`src/rtl/ms_tmp_comp_pkg.sv`:
```
// ms_tmp_comp_pkg: shared state encoding and frame-size helpers for ms_tmp_comp_ser
package ms_tmp_comp_pkg;

   typedef logic [1:0] TState;

   localparam TState CAPTURE = 2'd0;
   localparam TState SHIFT   = 2'd1;
   localparam TState PARITY  = 2'd2;
   localparam TState UPDATE  = 2'd3;

   function automatic int ceilDiv(input int num, input int den);
      return (num + den - 1) / den;
   endfunction

   // Shift cycles per frame: enough to carry the wider of the two vectors.
   function automatic int frameLen(input int lenI, input int lenO, input int lanes);
      int fi;
      int fo;
      fi = ceilDiv(lenI, lanes);
      fo = ceilDiv(lenO, lanes);
      return (fi > fo) ? fi : fo;
   endfunction

endpackage

```
`src/rtl/ms_tmp_comp_lane.sv`:
```
// ms_tmp_comp_lane: one serial lane (out/in shift slices, parity when MS_TMP_COMP_SER_PARITY_EN)
module ms_tmp_comp_lane
   import ms_tmp_comp_pkg::*;
#(
   parameter int CF = 1
) (
   input  logic          AClkH,
   input  logic          AResetH,
   input  logic          AClkHEn,
   input  logic          ALoad,
   input  logic          AShift,
`ifdef MS_TMP_COMP_SER_PARITY_EN
   input  logic          ALast,
   output logic          AParBad,
`endif
   input  logic [CF-1:0] ADataI,
   input  logic          ASerI,
   output logic          ASerO,
   output logic [CF-1:0] AShadowO
);

   logic [CF-1:0] shOut;
   logic [CF:0]   shIn;

   assign shIn = {ASerI, AShadowO};

`ifdef MS_TMP_COMP_SER_PARITY_EN
   logic parOut;
   logic parIn;

   assign AParBad = ASerI ^ parIn;

   // Lane shifters plus sent/received parity; parity bit goes out right after the last data bit.
   always_ff @(posedge AClkH) begin
      if (AResetH) begin
         shOut    <= '0;
         AShadowO <= '0;
         ASerO    <= 1'b0;
         parOut   <= 1'b0;
         parIn    <= 1'b0;
      end else if (AClkHEn) begin
         if (ALoad) begin
            shOut  <= ADataI >> 1;
            ASerO  <= ADataI[0];
            parOut <= ^ADataI;
            parIn  <= 1'b0;
         end else if (AShift) begin
            shOut    <= shOut >> 1;
            AShadowO <= shIn[CF:1];
            ASerO    <= ALast ? parOut : shOut[0];
            parIn    <= parIn ^ ASerI;
         end else begin
            ASerO <= 1'b0;
         end
      end
   end
`else
   // Lane shifters; after the last data bit the drained out-slice leaves ASerO at 0.
   always_ff @(posedge AClkH) begin
      if (AResetH) begin
         shOut    <= '0;
         AShadowO <= '0;
         ASerO    <= 1'b0;
      end else if (AClkHEn) begin
         if (ALoad) begin
            shOut <= ADataI >> 1;
            ASerO <= ADataI[0];
         end else if (AShift) begin
            shOut    <= shOut >> 1;
            AShadowO <= shIn[CF:1];
            ASerO    <= shOut[0];
         end else begin
            ASerO <= 1'b0;
         end
      end
   end
`endif

endmodule

```
`src/rtl/ms_tmp_comp_ser.sv`:
```
// ms_tmp_comp_ser: multi-lane framed serial harness folding a wide core boundary onto a few pins (optional lane parity: MS_TMP_COMP_SER_PARITY_EN)
module ms_tmp_comp_ser
   import ms_tmp_comp_pkg::*;
#(
   parameter int CLenI  = 64,
   parameter int CLenO  = 64,
   parameter int CLanes = 1
) (
   input  logic              AClkH,
   input  logic              AResetH,
   input  logic              AClkHEn,
   input  logic [CLenI-1:0]  ADataI,
   output logic [CLenO-1:0]  ADataO,
   input  logic [CLanes-1:0] ASerI,
   output logic [CLanes-1:0] ASerO,
   output logic              ASyncO,
   output logic              AParErr
);

   localparam int CF    = frameLen(CLenI, CLenO, CLanes);
   localparam int CW    = CF * CLanes;
   localparam int CCntW = $clog2(CF + 1);

   TState            state;
   TState            stateNxt;
   logic [CCntW-1:0] cnt;
   logic             last;
   logic             updOk;
   logic [CW-1:0]    padI;
   logic [CW-1:0]    shadowO;

   assign padI = CW'(ADataI);
   assign last = (cnt == CCntW'(CF - 1));

`ifdef MS_TMP_COMP_SER_PARITY_EN
   logic [CLanes-1:0] parBad;

   assign updOk = !AParErr;
`else
   assign updOk   = 1'b1;
   assign AParErr = 1'b0;
`endif

   // Next-state selection; the parity slot is only present when the feature is built in.
   always_comb begin
      stateNxt = CAPTURE;
`ifdef MS_TMP_COMP_SER_PARITY_EN
      stateNxt = (state == CAPTURE) ? SHIFT :
                 (state == SHIFT)   ? (last ? PARITY : SHIFT) :
                 (state == PARITY)  ? UPDATE : CAPTURE;
`else
      stateNxt = (state == CAPTURE) ? SHIFT :
                 (state == SHIFT)   ? (last ? UPDATE : SHIFT) : CAPTURE;
`endif
   end

   // Frame sequencing, sync marker and the once-per-frame parallel output update.
   always_ff @(posedge AClkH) begin
      if (AResetH) begin
         state  <= CAPTURE;
         cnt    <= '0;
         ADataO <= '0;
         ASyncO <= 1'b0;
      end else if (AClkHEn) begin
         state  <= stateNxt;
         cnt    <= (state == SHIFT) ? cnt + 1'b1 : '0;
         ASyncO <= (state == CAPTURE);
         ADataO <= (state == UPDATE && updOk) ? shadowO[CLenO-1:0] : ADataO;
      end
   end

`ifdef MS_TMP_COMP_SER_PARITY_EN
   // Parity verdict is latched in PARITY so it is visible, and gates the update, during UPDATE.
   always_ff @(posedge AClkH) begin
      if (AResetH)
         AParErr <= 1'b0;
      else if (AClkHEn)
         AParErr <= (state == PARITY) && (|parBad);
   end
`endif

   for (genvar l = 0; l < CLanes; l++) begin : gLane
      logic [CF-1:0] laneI;
      logic [CF-1:0] laneO;
      for (genvar k = 0; k < CF; k++) begin : gBit
         assign laneI[k]               = padI[k*CLanes + l];
         assign shadowO[k*CLanes + l]  = laneO[k];
      end
      ms_tmp_comp_lane #(.CF(CF)) uLane (
         .AClkH    (AClkH),
         .AResetH  (AResetH),
         .AClkHEn  (AClkHEn),
         .ALoad    (state == CAPTURE),
         .AShift   (state == SHIFT),
`ifdef MS_TMP_COMP_SER_PARITY_EN
         .ALast    (last),
         .AParBad  (parBad[l]),
`endif
         .ADataI   (laneI),
         .ASerI    (ASerI[l]),
         .ASerO    (ASerO[l]),
         .AShadowO (laneO)
      );
   end

endmodule

```
`config.mk`:
```
export PLATFORM = sky130hd
export DESIGN_NAME = ms_tmp_comp_ser
export DESIGN_NICKNAME = d
export VERILOG_FILES = /design/src/rtl/ms_tmp_comp_pkg.sv /design/src/rtl/ms_tmp_comp_lane.sv /design/src/rtl/ms_tmp_comp_ser.sv
export SDC_FILE = /design/constraint.sdc
export NUM_CORES = 1
export LEC_CHECK = 0
export ABC_AREA = 1
export CAP_MARGIN = 25
export CORE_MARGIN = 1.5
export CORE_UTILIZATION = 30
export CTS_BUF_LIST = sky130_fd_sc_hd__clkbuf_8
export DETAILED_ROUTE_END_ITERATION = 8
export SETUP_SLACK_MARGIN = 0.3
export SLEW_MARGIN = 20
export SYNTH_ARGS = -nofsm -noshare
export SYNTH_HDL_FRONTEND = slang
export SYNTH_HIERARCHICAL = 1
export SYNTH_SLANG_ARGS = --single-unit
```
`constraint.sdc`:
```
create_clock -name AClkH -period 1.9 [get_ports AClkH]
set_clock_uncertainty 0.1 [all_clocks]
set_input_delay 0.19 -clock AClkH [delete_from_list [all_inputs] [get_ports AClkH]]
set_output_delay 0.19 -clock AClkH [all_outputs]
set_load 0.03 [all_outputs]
```
# Yosys cells after proc, flatten, opt, wreduce, memory -nomap -nowiden
# Index checks and enable logic that the tools add are counted.
word_totals:
  ff_bits: 203
  inputBits: 68
  output_inout_bits: 67
  word_cells: 25
op_classes:
  n_addsub: 1
  eq_ne: 3
  muxes: 8
  n_bitwise: 1
  n_reduce_logical: 5
ops:
  columns: ["cell", "count"]
  rows:
  - ["$mux 64", 2]
  - ["$add 7x1->7 const B", 1]
  - ["$eq 7x6->1 const B", 1]
  - ["$mux 7", 1]
  - ["$mux 2", 3]
  - ["$reduce_and 2->1", 2]
  - ["$reduce_and 3->1", 1]
  - ["$eq 2x1->1 const B", 1]
  - ["$eq 2x2->1 const B", 1]
  - ["$logic_not 2->1", 1]
  - ["$mux 1", 2]
  - ["$reduce_bool 2->1", 1]
  - ["$not 1->1", 1]

# Depth between registers and ports, before layout
depth:
  ltp_word: 4
  ltp_mapped: 9
  ltp_nobuf: 8

# Cells and area by module
# Netlist, hierarchy kept.
modules_own_cells:
  columns: ["mod", "n_inst", "cells_each", "area_each_um2", "seq_area_each_um2"]
  rows:
  - ["ms_tmp_comp_lane", 1, 762, 5200.0, 2562.5]
  - ["ms_tmp_comp_ser", 1, 350, 3329.4, 1481.4]

# Least setup slack after synthesis
# No wires, ideal clock.
synth_path:
  path_type: "register -> register"
  startpoint: "reg state[0]"
  endpoint: "reg gLane[0].uLane.shOut[10]"
  setup_ns: 0.116
  t_arrival_ns: 1.427
  required_time_ns: 1.684
  slack_ns: 0.257
  path_stages_with_launch: 10
  n_path_buf: 3
  synth_period_minus_slack_ns: 1.643
  path_cell_list: "dfxtp_1 > buf_4 > buf_4 > nor2_1 > nand2_1 > nand2_2 > inv_2 > buf_2 > nor2_1 > nor2_1"
synth_via:
  elab_chain_cells: 3
  elab_cells_between_ends: 5
  classes_between: "eq/ne (1); mux (1); reduce/logical (3)"
synth_lines:
  columns: ["item", "line_no", "source"]
  rows:
  - ["from (decl)", "ms_tmp_comp_ser.sv:24", "TState state;"]
  - ["from (signal assigned)", "ms_tmp_comp_ser.sv:65", "state <= stateNxt;"]
  - ["$eq 2x1->1 / $logic_not 2->1 (equally long branches)", "ms_tmp_comp_ser.sv:94, ms_tmp_comp_ser.sv:93", null]
  - ["$reduce_bool 2->1 (no source line)", null, null]
  - ["$reduce_and 2->1 (no source line)", null, null]
  - ["to (signal assigned)", "ms_tmp_comp_lane.sv:66", "shOut <= ADataI >> 1;"]
  - ["to (signal assigned)", "ms_tmp_comp_lane.sv:69", "shOut <= shOut >> 1;"]
  - ["to (decl)", "ms_tmp_comp_lane.sv:22", "logic [CF-1:0] shOut;"]
# Parallel ways exist; a longest one is shown, timed or not.
# A chain may end at the register's enable or synchronous reset.

# Final worst setup path
layout_path:
  startpoint: "reg ADataO[60]"
  endpoint: "out ADataO[60]"
layout_lines:
  columns: ["item", "line_no", "source"]
  rows:
  - ["from (decl)", "ms_tmp_comp_ser.sv:13", "output logic [CLenO-1:0] ADataO,"]
  - ["from (signal assigned)", "ms_tmp_comp_ser.sv:68", "ADataO <= (state == UPDATE && updOk) ? shadowO[CLenO-1:0] : ADataO;"]
# No word-level cell between the ends.

==> summary by stage <==
Layout
At the end of the flow the core is filled with cells to between 30% and 40%. 0 antenna diodes ended up in the layout. The finished layout holds 1,643 standard cells, fillers aside. The fraction of final layout cells with drive strength greater than 1 is 17.9%. The number of nets in the layout is 1,309.

The area growth from synthesis to layout is 30.4%.

GRT
The number of antenna violations at the first check in global routing is 0. The via count of the first global-routing pass is approximately 7,000. The largest net degree at the start of global routing is 67.

For this run the aggregate overflow at the end of global routing stands at 0. The global router's overall resource usage is 14.4%. The first global-routing pass estimated 35,000 um of wire.

Timing
Derived from the worst setup path, the maximum achievable clock frequency is 638 MHz. The share of the cycle needed by the critical path after routing is roughly 83%. Hold timing on the final database bottoms out at a slack of 0.191 ns. The final max-slew violation count is 0. The total count of hold-check failures in the final report is 0. Setup repair after global routing could not meet its margin everywhere. Setup violations remaining at the end of the flow were counted as 0. The final critical path time including I/O delays and setup is 1.57 ns. The final setup TNS is 0 ns.

Place
In this run the tool buffered the top-level ports with 133 buffer cells. The half-perimeter wire length of the detailed placement result is about 12,000 um. At the end of routability-driven placement, the weighted congestion stood at approximately 0.76.

The number of cells in the design after placement is 1,564.

Floorplanning
Pin placement for this block handled 135 I/O pins. The core outline area is 27,900 um2. The floorplan has 61 rows. The x dimension of the die is ~170 um.

Once the floorplan was initialized, standard cells occupied between 30% and 40% of the core. The die covers just under 30,000 um2. The floorplan die height is 172 um.

Critical path
For the worst setup path, the data required time is approximately 1.6 ns. STA classifies the critical path startpoint as a flop. The worst setup path is of the reg -> out kind. The largest single stage delay on the critical path is between 0.3 and 0.4 ns. For this design, the slowest cell found on the critical path is sky130_fd_sc_hd__clkdlybuf4s15_1. Among cell families on the critical path, the largest total delay comes from buffers and inverters. The critical path endpoint category is an output pin. The count of buffering cells on the critical path with inverters included is 1. At the worst endpoint, the arrival time is 1.28 ns. Walking the worst path, the cells encountered are clkdlybuf4s15_1. Of all nets on the critical path, the largest fanout is 2. The setup slack of the worst register-to-register path is between 0.3 and 0.4 ns.

Route
After the first detailed-routing iteration, the DRC count stood at 371. The total detailed-routing wirelength is 22,600 um. The routed via count is ~7,500. The number of search-and-repair iterations in the first detailed-routing pass is 5. After detailed routing, the number of remaining DRC violations is 0. The average vias per placed instance is about 4.6.

The post-detailed-route count of antenna-violating nets is 0. The per-cell routed wire length is roughly 14 um.

Synthesis
During synthesis, Yosys emitted a total of 6 warnings. In this run the cell area of the synthesized design comes to about 8500 um2. Counting every net in the synthesized netlist gives approximately 1,200. The synthesized instance count is roughly 1,100.

The part of the Yosys area used for sequential elements is a little under half. The average instance in the mapped netlist occupies 7.67 um2. In this run, synthesis produced a sequential element count of roughly 200.

The synthesized netlist contains 27 unique library cells.

Hold path
The tightest min-delay check is of the in -> reg type.

Run
The max-capacitance violation count is 0.

Clock tree
Clock-pin slew was measured on the worst setup and hold paths at roughly 0.06 ns. The maximum number of buffers from clock root to sink is 3. Clock tree synthesis inserted a total of 37 buffers. The total clock sinks is slightly above 200.

The later-pin clock latency in the skew report is 0.53 ns. CTS built an H-tree with a depth of 2. The tree is rooted in a sky130_fd_sc_hd__clkbuf_8. TritonCTS built the clock tree.

Pwr
The leakage power total is about 4.7 nW. The total power per unit cell area is 869 nW/um2. After layout, the design draws a total of ~9.7 mW. The worst supply voltage drop on vdd is between 300 and 400 uV.

Run status
The flow ran to the end, and the final reports show no timing, DRC or antenna violations.
-- synthesized netlist by cell type (all sizes together) --
library cell  number  area, um2
or2                1       6.26
xnor2              1       8.76
clkbuf            19       71.3
ha                 1       12.5
dfxtp            202       4040
o21ai            128        641
nor2             267       1000
a21oi             71        547
conb               1       3.75
nand3             71        606
nand2            272       1040
nand4              1       6.26
xor2               1       8.76
inv               14       57.6
buf               62        472
-- power by group --
part	internal, mW	switching (mW)
clock	2.35	1.83
combinational	0.407	0.550
sequential	4.42	0.111
total	7.17	2.49
-- layer usage --
layer  up-vias  wire (um)  global-route usage [%]
li1       3816          -                       -
met1      3417      11300                    20.4
met2       200       9640                    21.9
met3        49       1270                    2.97
met4         0        472                    4.54
met5         -          0                       0
-- registers in the layout, indices dropped and copies added, names as in the netlist --
name / flops
gLane.uLane/shOut: 63
state: 2
ASyncO: 1
ADataO: 64
gLane.uLane/AShadowO: 64
gLane.uLane/ASerO: 1
cnt: 7
-- cells in the final DEF (no fill, tap or decap), types with 3 or more instances in the layout --
cell                                n
sky130_fd_sc_hd__o21ai_0           62
sky130_fd_sc_hd__nand2_2            3
sky130_fd_sc_hd__buf_6              5
sky130_fd_sc_hd__buf_4             11
sky130_fd_sc_hd__clkdlybuf4s50_1   66
sky130_fd_sc_hd__a21oi_1           20
sky130_fd_sc_hd__buf_12            13
sky130_fd_sc_hd__dlygate4sd2_1     17
sky130_fd_sc_hd__nand2_1          267
sky130_fd_sc_hd__clkdlybuf4s15_2   10
sky130_fd_sc_hd__clkdlybuf4s15_1   33
sky130_fd_sc_hd__o21ai_1           66
sky130_fd_sc_hd__inv_2              4
sky130_fd_sc_hd__nor2_2             3
sky130_fd_sc_hd__a21oi_2           51
sky130_fd_sc_hd__clkbuf_2           6
sky130_fd_sc_hd__clkbuf_16          5
sky130_fd_sc_hd__dfxtp_1          200
sky130_fd_sc_hd__nand3_1           21
sky130_fd_sc_hd__inv_6              3
sky130_fd_sc_hd__inv_1             18
sky130_fd_sc_hd__nor2_1           262
sky130_fd_sc_hd__clkbuf_8          50
sky130_fd_sc_hd__nand3_2           50
-- final timing paths --
path                            from                                       end  cells after the start
min reg2reg  ADataO[45]$_SDFFE_PP0P_                   ADataO[45]$_SDFFE_PP0P_                      2
max          ADataO[60]$_SDFFE_PP0P_                                ADataO[60]                      1
min                            ASerI  gLane[0].uLane/AShadowO[63]$_SDFFE_PP0P_                      3
max reg2reg    state[1]$_SDFFE_PP0P_  gLane[0].uLane/AShadowO[13]$_SDFFE_PP0P_                      9
-- cell type report --
type	count	area [um2]
sequential	202	4050
inverter	14	65.1
fill	2844	16700
timing repair buffer	170	1870
clock buffer	50	688
tap	378	473
clock inverter	14	66.3
multi-input combinational	815	3910
-- through the flow --
| stage | instance area (um2) | worst slack [ns] |
|---|---|---|
| finish | 11100 | 0.332 |
| global route | 11100 | 0.265 |
| CTS | 10900 | 0.240 |
| detailed placement | 10100 | 0.0265 |
| global placement | 10100 | 0.0599 |
| floorplan | 8530 | 0.356 |
-- repair_timing --
item,in CTS,in global routing
resized for setup,104,51
pin swaps,1,1
endpoints found under the hold margin,14,0
setup buffers,3,1
endpoints found under the setup margin,163,143
hold buffers,1,0
cloned,1,9
-- logic make-up after synthesis --
kind of cell / synth area share [%]
flops: 47.4
simple gates: 31.2
compound gates: 13.9
other cells: 0.0440
fa+ha+maj: 0.147
xor+xnor: 0.205
buf+inv: 7.04
(Power assumes the default switching activity.)
